**src/rtl/instruction_fetch.sv**
```systemverilog
// instruction_fetch: PC / instruction-register owner for the 16-bit multicycle
// CPU. Runs the readM/inputReady memory handshake, holds the fetched word
// stable for the decoder, and applies jump/branch loads from the control path.
//
// Ports:
//   clk, reset_n          clock; synchronous reset, active high (1 = reset)
//   fetch_req             request the next instruction
//   pc_load, pc_target    jump/branch PC load
//   readM, address        memory read strobe and address (= PC)
//   data, inputReady      memory return word and its valid strobe
//   inst, inst_valid, pc  instruction register, its valid flag and its address
//   busy                  fetch in flight
//   num_inst              (only with FETCH_INST_COUNT_EN) completed fetch count
//
// Build option: define FETCH_INST_COUNT_EN to add the num_inst counter.
module instruction_fetch #(
  parameter int                   WORD_SIZE = 16,
  parameter logic [WORD_SIZE-1:0] RESET_PC  = '0
) (
  input  logic                 clk,
  input  logic                 reset_n,
  input  logic                 fetch_req,
  input  logic                 pc_load,
  input  logic [WORD_SIZE-1:0] pc_target,
  output logic                 readM,
  output logic [WORD_SIZE-1:0] address,
  input  logic [WORD_SIZE-1:0] data,
  input  logic                 inputReady,
  output logic [WORD_SIZE-1:0] inst,
  output logic                 inst_valid,
  output logic [WORD_SIZE-1:0] pc,
`ifdef FETCH_INST_COUNT_EN
  output logic [WORD_SIZE-1:0] num_inst,
`endif
  output logic                 busy
);

  typedef enum logic {IDLE, FETCH} state_t;

  localparam logic [WORD_SIZE-1:0] ONE = {{(WORD_SIZE-1){1'b0}}, 1'b1};

  state_t               state;
  logic [WORD_SIZE-1:0] pc_q;      // address of the next/current fetch
  logic [WORD_SIZE-1:0] pend_pc;   // jump target seen while a fetch was in flight
  logic                 pend_vld;

  // Memory always sees the live PC; it is only meaningful while readM is high.
  assign address = pc_q;

  always_ff @(posedge clk) begin
    if (reset_n) begin
      state      <= IDLE;
      pc_q       <= RESET_PC;
      pend_pc    <= '0;
      pend_vld   <= 1'b0;
      inst       <= '0;
      inst_valid <= 1'b0;
      pc         <= RESET_PC;
      readM      <= 1'b0;
      busy       <= 1'b0;
`ifdef FETCH_INST_COUNT_EN
      num_inst   <= '0;
`endif
    end else begin
      case (state)
        IDLE: begin
          // A load in the same cycle as fetch_req steers this very fetch.
          if (pc_load) pc_q <= pc_target;
          if (fetch_req) begin
            state      <= FETCH;
            readM      <= 1'b1;
            busy       <= 1'b1;
            inst_valid <= 1'b0;
          end
        end
        FETCH: begin
          if (inputReady) begin
            inst       <= data;
            inst_valid <= 1'b1;
            pc         <= pc_q;
            // A load arriving on the capture cycle is the most recent, so it
            // beats any older pending target; PC+1 wraps naturally.
            if (pc_load)       pc_q <= pc_target;
            else if (pend_vld) pc_q <= pend_pc;
            else               pc_q <= pc_q + ONE;
            pend_vld <= 1'b0;
`ifdef FETCH_INST_COUNT_EN
            num_inst <= num_inst + ONE;
`endif
            // fetch_req on the capture cycle chains the next fetch, no bubble.
            if (!fetch_req) begin
              state <= IDLE;
              readM <= 1'b0;
              busy  <= 1'b0;
            end
          end else if (pc_load) begin
            // Address must stay stable mid-fetch, so park the target.
            pend_pc  <= pc_target;
            pend_vld <= 1'b1;
          end
        end
        default: state <= IDLE;
      endcase
    end
  end

endmodule
```
**config.mk**
```make
export PLATFORM = sky130hd
export DESIGN_NAME = instruction_fetch
export DESIGN_NICKNAME = d
export VERILOG_FILES = /design/src/rtl/instruction_fetch.sv
export SDC_FILE = /design/constraint.sdc
export NUM_CORES = 1
export LEC_CHECK = 0
export BUFFER_PORTS_ARGS = -buffer_cell sky130_fd_sc_hd__buf_2
export CORE_MARGIN = 2
export CORE_UTILIZATION = 30
export CTS_CLUSTER_DIAMETER = 60
export DETAILED_ROUTE_END_ITERATION = 8
export HOLD_SLACK_MARGIN = 0.03
export SYNTH_ARGS = -nofsm -noshare
export SYNTH_HDL_FRONTEND = slang
export SYNTH_SLANG_ARGS = --single-unit
```
**constraint.sdc**
```tcl
create_clock -name clk -period 4.5 [get_ports clk]
set_input_delay 0.225 -clock clk [delete_from_list [all_inputs] [get_ports clk]]
set_output_delay 0.225 -clock clk [all_outputs]
set_load 0.005 [all_outputs]
```
==> results_dict.tcl <==
set metrics [dict create \
    status "finished clean" \
    setup_viol 0 \
    rows 37 \
    synth-seq-cells 68 \
    synth-main-ff-cell "dfxtp_1" \
    holdPathEnd "inst[0]" \
    ir_drop_mv 0.168 \
    slew_headroom_pct 21.2 \
    cts.htree.levels 3 \
    period_share_pct 43.2 \
    gp_congestion 0.816 \
    use_met1_pct 20.6 \
    cts_setup_buffers 0 \
    r2r_slack_ps 2550 \
    via_per_inst 4.95 \
    antenna_found_initial 0 \
    mostFrequentLayoutCells "nand2_1 (110), buf_2 (87), a21oi_1 (69)" \
    grt_use_total_pct 15.9 \
    insertion_delay_ps 350 \
    cts_tree "yes" \
    die_w_um 106 \
    slew_viol_final 0 \
    period_minus_slack_ps 1950 \
    grt-ovfl-total 0 \
    finish.instance_area_mm2 0.00382 \
    grt_pass1_vias 2782 \
    critPathMaxFanout 9 \
    start_util_pct 30.7 \
    io_pins 88 \
    firstDrtPassIters 4 \
    busiest_layer "met2" \
    cts_hold_buf 0 \
    min_path_cells 3 \
    met3_usage_pct 3.43 \
    ant_nets 0 \
    clock_sinks 68 \
    rsz0062_at_grt "no" \
    fp.coreArea_mm2 0.0102 \
    criticalPathCategory "reg2reg" \
    worstSetupStartpointType "register" \
    route.detailed.drc 0 \
    hold_viol 0 \
    required_ps 4720 \
    ys_async_sr_fraction_pct 0 \
    yosysUniqueCellTypes 45 \
    root_buffer "clkbuf_8" \
    reg2reg_depth 5 \
    drive_gt1_share_pct 23.3 \
    worst_pin_slew_ps 1180 \
    die_area_mm2 0.0113 \
    seq_area_frac_synth_pct 43.4 \
    grt_max_degree 45 \
    r2r_end "address[8]" \
    fin_nets 514 \
    ctsResizeCount 0 \
    yosysWarnings 0 \
    fillers 1123 \
    grt_pass1_wl_mm 14.2 \
    max_cap_viol_count 0 \
    die_y_um 106 \
    cts_inserted_buffers 9 \
    p_per_area_mw_per_mm2 360 \
    layout_commonest_cell "nand2_1" \
    synth.avg_cell_area_um2 7.64 \
    end_kind "register" \
    clock.fmax_mhz 514 \
    finalClockSkew_ps 8.79 \
    portBuffers 87 \
    dp_hpwl_mm 6.04 \
    r2r-start "address[0]" \
    hold_path_class "in2reg" \
    routed_wl_mm 8.77 \
    tns_ps 0 \
    synth_nets 449 \
    drtIter0Drc 149 \
    n_antenna_cell 0 \
    placed_cell_area_mm2 0.00360 \
    p_leak_nw 1.47 \
    clk_pin_slew_worst_paths_ps 80 \
    area_growth_pct 21.7 \
    synth_edf_count 0 \
    arrival_ps 2170 \
    vias 3053 \
    hp-start "data[0]" \
    grt_use_met2_pct 25.3 \
    syn_area_mm2 0.00314 \
    wl_per_cell_um 14.2 \
    syn_inst 411 \
    clk_path_buf_depth 2 \
]
-- where the power goes --
group          switching [mW]  total (mW)  internal, mW
clock network           0.244       0.556         0.312
logic                  0.0873       0.154        0.0663
registers              0.0375       0.664         0.626
-- critical path: stages, from the launching register on --
cell and delay [ps]:
dfxtp_1 470, ha_1 290, nand3_1 330, o31a_1 370, o311ai_1 240, a211oi_1 120
-- layer usage --
| metal | up-vias | wire [µm] |
|---|---|---|
| li1 | 1541 | - |
| met1 | 1423 | 3990 |
| met2 | 77 | 4160 |
| met3 | 12 | 465 |
| met4 | 0 | 153 |
| met5 | - | 0 |
-- how the worst max path moves through the flow --
stage                       endpoint  slack, ps        from
after floorplan           address[8]       2900  address[0]
after global placement    address[8]       2610  address[0]
final                     address[8]       2550  address[0]
after global routing          pc[10]       2320       state
after detailed placement       pc[8]       2530       state
after CTS                      pc[8]       2510       state
-- final cells by class --
class	count	area [µm²]	area share [%]
Clock inverter	6	88.8	2.33
Timing Repair Buffer	88	443	11.6
Multi-Input combinational cell	303	1610	42.1
Inverter	6	22.5	0.590
Sequential cell	68	1360	35.6
Clock buffer	10	128	3.34
Tap cell	136	170	4.45
-- state kept, by name (all words and copies together), names as in the netlist --
register and count:
address 16, inst 16, pc 16, pend_pc 16
busy 1, inst_valid 1, pend_vld 1, state 1
-- synthesized netlist by cell type, types with 3 or more instances --
| cell type | number | area, µm² |
|---|---|---|
| xnor2_1 | 4 | 35.0 |
| nor2_1 | 19 | 71.3 |
| nand4_1 | 3 | 18.8 |
| clkbuf_1 | 18 | 67.6 |
| a211oi_1 | 7 | 52.6 |
| nor3_1 | 13 | 65.1 |
| nand2_1 | 110 | 413 |
| nand2b_1 | 10 | 62.6 |
| nand3_1 | 6 | 30.0 |
| a221oi_1 | 5 | 43.8 |
| o21a_1 | 3 | 22.5 |
| o22ai_1 | 4 | 25.0 |
| inv_1 | 6 | 22.5 |
| dfxtp_1 | 68 | 1360 |
| buf_2 | 13 | 65.1 |
| nor2b_1 | 7 | 43.8 |
| a21oi_1 | 69 | 345 |
| o21ai_0 | 7 | 35.0 |
| o31ai_1 | 3 | 22.5 |
-- cells by family after synthesis --
kind of cell | share of synthesized area (%)
compound gates | 21.5
xor+xnor | 1.12
fa+ha+maj | 0.399
buf+inv | 5.42
flops | 43.4
mux | 2.07
simple gates | 26.1
-- stage by stage --
stage               cells  util [%]  total power [mW]  worst slack [ps]  hold slack [ps]
finish                617      37.3              1.37              2550             98.9
global route          617      37.3              1.44              2320             93.4
CTS                   617      37.3              1.39              2510             86.8
detailed placement    601      35.2             0.833              2530              445
global placement      601      35.2             0.829              2610              441
floorplan             411         -             0.767              2900              346
Note: power is estimated with default switching activity, not from simulation.
